--- src/rtl/sram_arb_2p.sv ---
// sram_arb_2p: two-requester arbiter/sequencer for one single-port SRAM macro.
//
// After reset the whole array is swept with INIT_VAL. Then at most one
// request per cycle is granted and driven straight onto the SRAM pins.
// Read data comes back on the requesting port two cycles after its handshake.
//
// Build option: define SRAM_ARB_RR_EN for round-robin arbitration between the
// two ports. Without it, port 0 has fixed priority.
//
// Ports:
//   clk, rst       clock (also the SRAM clock) and async active-high reset
//   req_valid[1:0] per-port request valid
//   req_ready[1:0] per-port grant
//   req_we[1:0]    1 = write, 0 = read
//   req_addr       port i at [i*ADDR_W +: ADDR_W]
//   req_wdata      port i at [i*DATA_W +: DATA_W]
//   resp_valid     one-cycle read-response strobe per port
//   resp_rdata     per-port read data, held between strobes
//   init_done      high once the clear sweep has finished
//   sram_a/csb/web/oeb/i  SRAM address, chip select, write enable,
//                  output enable (tied low) and write data
//   sram_o         SRAM registered read data
//
// Handshake: a transfer on port i happens in a cycle where req_valid[i] and
// req_ready[i] are both high. req_ready depends combinationally on
// req_valid. A requester keeps valid, we, addr and wdata stable until it sees
// its handshake.
module sram_arb_2p #(
    parameter int ADDR_W = 7,
    parameter int DATA_W = 8,
    parameter logic [DATA_W-1:0] INIT_VAL = '0
) (
    input  logic                  clk,
    input  logic                  rst,
    input  logic [1:0]            req_valid,
    output logic [1:0]            req_ready,
    input  logic [1:0]            req_we,
    input  logic [2*ADDR_W-1:0]   req_addr,
    input  logic [2*DATA_W-1:0]   req_wdata,
    output logic [1:0]            resp_valid,
    output logic [2*DATA_W-1:0]   resp_rdata,
    output logic                  init_done,
    output logic [ADDR_W-1:0]     sram_a,
    output logic                  sram_csb,
    output logic                  sram_web,
    output logic                  sram_oeb,
    output logic [DATA_W-1:0]     sram_i,
    input  logic [DATA_W-1:0]     sram_o
);

    typedef enum logic {
        ST_INIT = 1'b0,
        ST_RUN  = 1'b1
    } state_t;

    state_t            state;
    logic [ADDR_W-1:0] ic;        // init sweep address
    logic [1:0]        gnt;       // one-hot grant, only ever on a valid port
    logic              hs;        // a handshake happens this cycle
    logic              gp;        // granted port id
    logic              g_we;
    logic [ADDR_W-1:0] g_addr;
    logic [DATA_W-1:0] g_wdata;
    logic              s1_valid;  // read issued last cycle, data on sram_o now
    logic              s1_port;

`ifdef SRAM_ARB_RR_EN
    logic              ptr;       // port that wins the next contest
`endif

    // Grant selection. Only active in RUN; the grant always lands on a port
    // whose valid is set, so gnt is also the handshake vector.
    always_comb begin
        gnt = 2'b00;
        if (state == ST_RUN) begin
`ifdef SRAM_ARB_RR_EN
            if (req_valid == 2'b11)
                gnt = ptr ? 2'b10 : 2'b01;
            else
                gnt = req_valid;
`else
            if (req_valid[0])
                gnt = 2'b01;
            else if (req_valid[1])
                gnt = 2'b10;
`endif
        end
    end

    assign req_ready = gnt;
    assign hs        = |gnt;
    assign gp        = gnt[1];
    assign g_we      = gp ? req_we[1] : req_we[0];
    assign g_addr    = gp ? req_addr[2*ADDR_W-1:ADDR_W] : req_addr[ADDR_W-1:0];
    assign g_wdata   = gp ? req_wdata[2*DATA_W-1:DATA_W] : req_wdata[DATA_W-1:0];

    assign init_done = (state == ST_RUN);
    assign sram_oeb  = 1'b0;

    // SRAM pins. rst is included because the state register is already INIT
    // while reset is held, and the sweep must not write during that time.
    always_comb begin
        sram_csb = 1'b1;
        sram_web = 1'b1;
        sram_a   = '0;
        sram_i   = '0;
        if (rst) begin
            sram_csb = 1'b1;
        end else if (state == ST_INIT) begin
            sram_csb = 1'b0;
            sram_web = 1'b0;
            sram_a   = ic;
            sram_i   = INIT_VAL;
        end else if (hs) begin
            sram_csb = 1'b0;
            sram_web = ~g_we;
            sram_a   = g_addr;
            sram_i   = g_wdata;
        end
    end

    always_ff @(posedge clk or posedge rst) begin
        if (rst) begin
            state      <= ST_INIT;
            ic         <= '0;
            s1_valid   <= 1'b0;
            s1_port    <= 1'b0;
            resp_valid <= 2'b00;
            resp_rdata <= '0;
`ifdef SRAM_ARB_RR_EN
            ptr        <= 1'b0;
`endif
        end else begin
            if (state == ST_INIT) begin
                ic <= ic + 1'b1;
                if (ic == '1)
                    state <= ST_RUN;
            end

            // Stage 1: remember which port issued a read this cycle.
            s1_valid <= hs & ~g_we;
            s1_port  <= gp;

            // Stage 2: the macro's registered data is on sram_o now.
            resp_valid <= 2'b00;
            if (s1_valid) begin
                resp_valid[s1_port] <= 1'b1;
                if (s1_port)
                    resp_rdata[2*DATA_W-1:DATA_W] <= sram_o;
                else
                    resp_rdata[DATA_W-1:0] <= sram_o;
            end

`ifdef SRAM_ARB_RR_EN
            if (hs)
                ptr <= ~gp;
`endif
        end
    end

endmodule
--- config.mk ---
export PLATFORM = sky130hd
export DESIGN_NAME = sram_arb_2p
export DESIGN_NICKNAME = d
export VERILOG_FILES = /design/src/rtl/sram_arb_2p.sv
export SDC_FILE = /design/constraint.sdc
export NUM_CORES = 1
export LEC_CHECK = 0
export CELL_PAD_IN_SITES_DETAIL_PLACEMENT = 1
export CELL_PAD_IN_SITES_GLOBAL_PLACEMENT = 1
export CORE_MARGIN = 2
export CORE_UTILIZATION = 25
export CTS_BUF_LIST = sky130_fd_sc_hd__clkbuf_4 sky130_fd_sc_hd__clkbuf_8
export CTS_CLUSTER_SIZE = 40
export DETAILED_ROUTE_END_ITERATION = 16
export GPL_TIMING_DRIVEN = 0
export PLACE_DENSITY_LB_ADDON = 0.25
export RECOVER_POWER = 50
export SYNTH_ARGS = -nofsm -noshare
export SYNTH_HDL_FRONTEND = slang
export SYNTH_SLANG_ARGS = --single-unit
--- constraint.sdc ---
create_clock -name clk -period 1.6 [get_ports clk]
set_input_delay 0.32 -clock clk [delete_from_list [all_inputs] [get_ports clk]]
set_output_delay 0.32 -clock clk [all_outputs]
set_load 0.01 [all_outputs]
==> metrics.txt <==
run status=complete, but fails checks; failing checks=setup timing; DRC=0; Setup violations, final=8; hold slack final=~230 ps; cts hold-fix bufs=0; IO Pins=83; Cell Rows=27; Worst Setup Start Kind=register; pin count of the biggest net entering global routing=16; Non-Filler Instances=291; CTS max path bufs=2; Synth Area in Simple Gates=between 10% and 20%; DIE AREA=~6200 um2; initial antenna violation count=0; worst r2r path cells=3; most frequent cells in the layout=57 x clkdlybuf4s50_1, 28 x dfrtp_1, 19 x buf_2; post-route setup slack=-74.07 ps; vias per cell=between 4 and 5; antenna viol nets, final=0; Avg Inst Size Synth=roughly 11 um2; HPWL Detailed=~3400 um; placed cells=~270; r2r setup slk=between 150 and 200 ps; Tcrit/Tclk final=104.6%; worst min-delay path class=input pin to async pin; H-Tree Depth=1; Hold Fails Final Rpt=0; Fmax=597.3 MHz; worst skew pair latency=between 200 and 300 ps; Avg WL per Cell=approximately 16 um; register bit total from synthesis=28; CP endpoint kind=output port; PortBufs=80; Max Fanout on Critical Path=10; synth top area cells=dfrtp_1 50%, mux2_2 14%, a22oi_1 6.4%; fin crit period=about 1700 ps; total number of vias=1328; Root Buffer=clkbuf_8; register area share after synthesis=about half; largest family of logic cells by synthesized area=multiplexers; crit-path cells=buf_6 > buf_12 > a211oi_2 > buf_2; synth unique cells=28; pin slew with the least headroom to its limit=approximately 750 ps; Cells after Synth=122; Synth Area in Compound Gates=a little over an eighth; cell taking the most area after synthesis=dfrtp_1; Clock transition at path regs=approximately 90 ps; # diodes=0; Area growth, synth to finish=75.56%; Tot Pwr=approximately 1500 uW; Max-Cap Viols=0; DRT iter0 DRCs=27; core area=approximately 5500 um2; fill count=approximately 620; clock skew=1.998 ps; global placement routability congestion=approximately 0.8; worst slack, placed=-1477 ps; RSZ-0062 raised after global routing=true; Pwr Density=slightly below 600 nW/um2; top-area cell type share of the netlist area=roughly half; kind of critical path=register to output port; mux cell area share after synthesis=roughly 15%; critical path arrival=around 1400 ps; P_leak=0.001064 uW; Max Slew Vio Count=0; R2R Path Start=s1_port; Req. time, crit path=~1300 ps; XOR/XNOR share of the synthesized area=3.747%; Worst path max stage delay=around 420 ps; most common cell after layout, fill and taps aside=clkdlybuf4s50_1; CTS tree=done; Final nets=between 200 and 300; Initial Util=25.63%; Remaining Overflow, GRT=0; Mapped Nets=~170; number of global-route vias before repair=about 1500; Worst path slowest cell=dfrtp_1; Worst R2R End=resp_rdata[7]; first-pass GRT wire length=slightly above 7000 um; Die Span X=between 70 and 80 um; maximum vdd drop=around 0.3 mV; Die Span Y=78.90 um; layout cell share with drive strength beyond 1=36.53%; Routed WL=4567 um; max_slew headroom=between 40% and 50%; drt first pass iters=4; Tot GR Track Use=~15%; Mapped Area=between 1000 and 1500 um2; Synth warnings=0; Post-Synth Adder-Cell Area=0.8921%; clk sink count=28; CTS buffer count=3
==> area by class of cell <==
class / count / area, um2 / share of cell area, %
clock buffer: 4 / 55.05 / 2.236
timing repair buffer: 92 / 810.8 / 32.93
tap: 72 / 90.09 / 3.659
inverter: 3 / 17.52 / 0.7114
multi-input combinational: 83 / 695.7 / 28.25
timing repair inverter: 1 / 5.005 / 0.2033
sequential: 28 / 700.7 / 28.46
buffer: 8 / 87.58 / 3.557
==> metal layers <==
metal	vias to the layer above	track usage, %	part of all wire, %
li1	624	-	-
met4	0	2.586	0
met1	659	17.44	40
met5	-	0	0
met2	45	27.61	55
met3	0	3.068	4.5
==> registers in the layout, indices dropped and copies added (netlist names) <==
name and cells:
ic 7, resp_valid 2, s1_valid 1, init_done 1, s1_port 1, resp_rdata 16
==> logic make-up after synthesis <==
kind of cell	count (synthesis)
simple gates	31
flops	28
compound gates	25
mux	19
buf+inv	11
xor+xnor	6
fa+ha+maj	1
other cells	1
==> synth_stat cells <==
cell / instances
a211oi_1: 6
buf_2: 3
nand2b_1: 3
ha_1: 1
conb_1: 1
o21ai_0: 2
nand4b_1: 1
a211oi_2: 1
a21oi_1: 1
a22oi_1: 12
xnor2_1: 4
nor2_1: 17
xor2_1: 2
buf_6: 2
a22o_1: 1
nor2b_4: 1
nand4_1: 2
inv_1: 3
o31ai_1: 1
nand2_1: 4
buf_4: 2
dfrtp_1: 28
a22oi_2: 1
mux2i_1: 2
buf_8: 1
nor2b_1: 1
and2_1: 2
mux2_2: 17
==> how the worst max path moves through the flow <==
stage | to | cells after the start | slack, ps | start
final | sram_a[6] | 4 | -70 | init_done
after global routing | sram_a[6] | 5 | -130 | init_done
after CTS | sram_a[5] | 4 | -110 | init_done
after detailed placement | sram_i[7] | 5 | -1480 | rst
after global placement | sram_i[5] | 5 | -1400 | rst
after floorplan | sram_a[6] | 3 | 20 | rst
==> metrics by stage <==
stage	instance area, um2	utilization, %	setup TNS [ps]
6_report	2462	44.99	-373.0
5_1_grt	2462	44.99	-1282
4_1_cts	2355	43.03	-830.1
3_5_place_dp	2302	42.07	-21770
3_3_place_gp	2302	42.07	-20710
2_1_floorplan	1411	-	0
==> report_power, final <==
group          total (uW)  leakage [uW]  switching, uW  internal [uW]
Sequential            738      0.000352           10.1            728
Combinational         302      0.000683            112            190
Clock                 415     0.0000288            195            220
Total                1450       0.00106            317           1140
==> worst max-delay path, delay by kind of cell, from the launching register on <==
kind                   cells  cell delay [ps]
AO/OA/AOI/OAI              1              200
buffers and inverters      3              460
flip-flops                 1              420
==> repair_timing <==
item	CTS	global route
endpoints found under the hold margin	0	0
buffers inserted	4	7
gates resized for setup	99	27
pin swaps	2	8
cloned	2	0
setup endpoints to repair	20	19
No activity file was read; power rests on OpenSTA's default activity.
==> patch 1 (config.mk and constraints unchanged) <==
Change the parameter `ADDR_W` from 7 to 6.
--- a/src/rtl/sram_arb_2p.sv
+++ b/src/rtl/sram_arb_2p.sv
@@ -26,7 +26,7 @@
 // req_valid. A requester keeps valid, we, addr and wdata stable until it sees
 // its handshake.
 module sram_arb_2p #(
-    parameter int ADDR_W = 7,
+    parameter int ADDR_W = 6,
     parameter int DATA_W = 8,
     parameter logic [DATA_W-1:0] INIT_VAL = '0
 ) (
Ports: changed (resized req_addr and sram_a); port bits go from 83 to 80. The function was not compared with the original's and may differ.
==> patch 1 against the unedited design <==
- the flow still finishes with violations (setup timing)
- register-to-register slack better by 20 ps
- clock skew is 4.9 ps higher
- cell area down 3.3%
- power fell by 4.3%
- routed wire length decreased by 5.8%
- synthesized cell count fell by 5.7%
- via count shrank 3.8%
- sequential cell count fell by 1
- worst setup slack better by 25 ps
- synthesized area shrank 5.0%
- largest cell class unchanged
==> patch 1: results <==
set metrics [dict create \
    syn_inst 115 \
    cp_max_fo 6 \
    highest_layer "met4" \
    finClkSkew_ps 6.873 \
    dr_wl_met2_mm 2.064 \
    pg_comb_mw 0.298 \
    wl_per_cell_um 15.43 \
    drt-met1-wl_mm 1.759 \
    endpoint "sram_a[0]" \
    syn-num-nets 158 \
    timing.rr.end "ic[5]$_DFFE_PP0N_" \
    min_path_type "in2reg" \
    grt_use_met3_pct 5.176 \
    p_switching_mw 0.3075 \
    finalSetupViolCount 10 \
    grt_pass1_vias 1458 \
    fillCellCount 600 \
    rrSetupSlack_ps 180 \
    final_nets 253 \
    violations "setup timing" \
    met3WireLength_um 433 \
    worstPathArrival_ps 1330 \
    regToRegStartpoint "init_done$_DFF_PP0_" \
    post-place-cells 262 \
    setup_ws_ps -48.91 \
    grt_use_met1_pct 16.41 \
    track_usage_pct 14.38 \
    outcome "finished with violations" \
    synth_area_leaders "dfrtp_1, mux2_2, a22oi_1" \
    post_cts_resized 95 \
    viasPerCell 4.577 \
    finalSetupTns_ps -223.5 \
    io_buffers 77 \
    finalWeightedCongestion 0.7504 \
]
patch 1: area by class of cell:
| type | count | share of cell area [%] |
|---|---|---|
| buffer | 8 | 3.361 |
| clock buffer | 4 | 2.048 |
| inverter | 3 | 0.7878 |
| multi-input combinational | 77 | 27.21 |
| sequential | 27 | 28.36 |
| tap | 70 | 3.676 |
| timing repair buffer | 89 | 34.35 |
| timing repair inverter | 1 | 0.2101 |
patch 1: cells by family (layout without fill, tap and decap cells):
group | count (synthesis) | in the layout | synth area share [%]
AND/OR/NAND/NOR | 28 | 28 | 10.23
flip-flops | 27 | 27 | 50.70
AO/OA/AOI/OAI | 24 | 24 | 13.80
multiplexers | 18 | 18 | 15.12
buffers and inverters | 11 | 105 | 5.633
XOR/XNOR | 5 | 5 | 3.286
adder cells (fa/ha/maj) | 1 | 1 | 0.9388
other | 1 | 1 | 0.2814
patch 1: critical path: stages (launching register included):
cell and delay [ps]:
dfrtp_1 370, buf_6 150, clkinvlp_4 140, o31ai_4 210
a211oi_2 50, buf_2 140
patch 1: worst min-delay path by stage:
stage / slack (ps) / endpoint / cells after the start
detailed placement: 490 / resp_rdata[15]$_DFFE_PP0P_ / 1
global placement: 490 / resp_rdata[15]$_DFFE_PP0P_ / 1
finish: 360 / s1_valid$_DFF_PP0_ / 3
global route: 370 / s1_valid$_DFF_PP0_ / 3
CTS: 270 / resp_rdata[9]$_DFFE_PP0P_ / 3
floorplan: 230 / ic[0]$_DFFE_PP0N_ / 1
patch 1: through the flow:
stage	hold WS [ps]	instance area (µm²)	setup WS [ps]
3_3_place_gp	485.6	2195	-1382
4_1_cts	269.5	2325	-49.00
5_1_grt	367.2	2382	-141.0
3_5_place_dp	493.0	2195	-1455
6_report	364.9	2382	-48.91
2_1_floorplan	228.3	1336	23.16
==> patch 2 (config.mk and constraints unchanged) <==
Made on the original files. Make the reset (`rst`) synchronous in one clocked block. Comments in the files are not updated.
--- a/src/rtl/sram_arb_2p.sv
+++ b/src/rtl/sram_arb_2p.sv
@@ -119,7 +119,7 @@
         end
     end
 
-    always_ff @(posedge clk or posedge rst) begin
+    always_ff @(posedge clk) begin
         if (rst) begin
             state      <= ST_INIT;
             ic         <= '0;
Behaviour: same outputs for any inputs over 10 cycles, from zero or initial values and one cycle with rst high; that may be too few to reach the edited logic, so the function may still have changed.
==> patch 2 against the unedited design <==
- the run still ends with setup timing left
- via count increased by 23%
- count of clock-buffer cells in the layout decreased by 1
- worst setup slack got worse by 170 ps
- synthesized area decreased by 1.8%
- sequential cell count unchanged
- routed wire length increased by 9.9%
- maximum frequency decreased by 9.1%
- non-clock buffer count increased by 9
- power increased by 2.4%
- cell area increased by 3.7%
- cell count increased by 20%
- largest power group unchanged
==> patch 2: results <==
set metrics [dict create \
    hold_slack_ps 293.4 \
    grt_use_met1_pct 18.94 \
    regToRegStartpoint "init_done$_SDFF_PP0_" \
    hold-path-cell-count 2 \
    top_regs "resp_rdata: 16 flops, ic: 7 flops, resp_valid: 2 flops" \
    cts_max_path_buffers 2 \
    violations "setup timing" \
    synth_top_flop_cell "dfxtp_1" \
    yosysUniqueCellTypes 33 \
    reg2regPathDepth 6 \
    crit_family "buffers and inverters" \
    wl_per_cell_um 14.34 \
    endpoint "sram_i[2]" \
    rrSetupSlack_ps 160 \
    synth.cells.most_frequent "nand2_1, dfxtp_1, a21oi_1" \
    async_flop_share_pct 0 \
    drt_iter0_markers 35 \
    crit_path_max_incr_delay_ps 380 \
    syn-num-nets 225 \
    finalSetupViolCount 13 \
    synthMuxAreaShare_pct 2.997 \
    track_usage_pct 16.21 \
    firstDrtPassIters 3 \
    pwr-share-comb_pct 14.5 \
    highest_layer "met4" \
    p_sw_share_pct 21.42 \
    grt_max_degree 17 \
    grt_pass1_wl_mm 7.831 \
    grt_use_met3_pct 3.218 \
    total_leakage_power_nw 1.002 \
    setup_ws_ps -242.4 \
    finalWeightedCongestion 0.7536 \
    yosys_warnings 0 \
    seq_area_frac_synth_pct 40.69 \
    drt-met1-wl_mm 2.101 \
    hold_start "req_we[0]" \
    worstPathArrival_ps 1520 \
    grt_pass1_vias 1657 \
    dr_wl_met2_mm 2.591 \
    ir_drop_mv 0.3778 \
    clk_pin_slew_ps 90 \
    via_count 1631 \
    cpMaxStageDelayCell "or3b_4" \
    synth_compound_area_share_pct 18.80 \
    antenna_found_initial 0 \
    clock_latency_ps 280 \
    met2_usage_pct 29.74 \
    hpwl_mm 3.670 \
    drive_above_1_share_pct 26.62 \
    met3WireLength_um 250 \
    outcome "finished with violations" \
    cp_max_fo 5 \
    finClkSkew_ps 9.643 \
    final_nets 324 \
    min_path_type "in2reg" \
    timing.rr.end "s1_valid$_SDFF_PP0_" \
    synth_fa_ha_area_share_pct 0.9083 \
    synth_xor_area_share_pct 2.543 \
    synth_area_leaders "dfxtp_1, nand2_1, a21oi_1" \
]
==> patch 2: cell count changes in the layout (fill, tap and decap cells not counted), moves of 3 or more <==
cell and change:
a21oi_2 +8, dfxtp_1 +27, nand3_1 +9, a21oi_1 +16
dfrtp_1 -28, mux2_2 -16, a22oi_1 -4, nand2_1 +39
clkbuf_2 +3, a22oi_2 -4
==> patch 2: through the flow <==
stage	setup TNS (ps)	setup slack [ps]	instances	cell area [µm²]	util (%)
floorplan	0	60.50	180	1378	-
global placement	-14870	-917.2	332	2268	41.97
detailed placement	-15170	-951.3	332	2268	41.97
CTS	-3011	-262.2	350	2549	47.15
global route	-2807	-297.7	350	2552	47.22
finish	-2035	-242.4	350	2552	47.22
==> patch 2: power by group through the flow <==
stage	logic (mW)	clock network [mW]	registers [mW]
after CTS	0.217	0.585	0.710
final	0.216	0.563	0.710
after global routing	0.233	0.621	0.713
after floorplan	0.0666	0	0.725
after global placement	0.203	0	0.727
after detailed placement	0.205	0	0.727
==> patch 2: cells by family after synthesis <==
| kind of cell | after synthesis |
|---|---|
| compound gates | 42 |
| xor+xnor | 4 |
| fa+ha+maj | 1 |
| buf+inv | 16 |
| flops | 28 |
| mux | 4 |
| other cells | 1 |
| simple gates | 84 |
==> patch 2: layout make-up <==
cell class,instances,area [µm²]
Clock buffer,3,41.29
Timing Repair Buffer,95,902.1
Sequential cell,28,564.3
Multi-Input combinational cell,136,822.0
Tap cell,72,90.09
Buffer,14,98.84
Inverter,1,3.754
Fill cell,669,2853
Clock inverter,1,30.03
==> patch 2: what timing repair did <==
item | CTS | global route
setup buffers | 12 | 1
gates cloned | 2 | 0
endpoints found under the setup margin | 20 | 19
pin swaps | 2 | 5
gates resized for setup | 122 | 11
hold endpoints to repair | 0 | 0
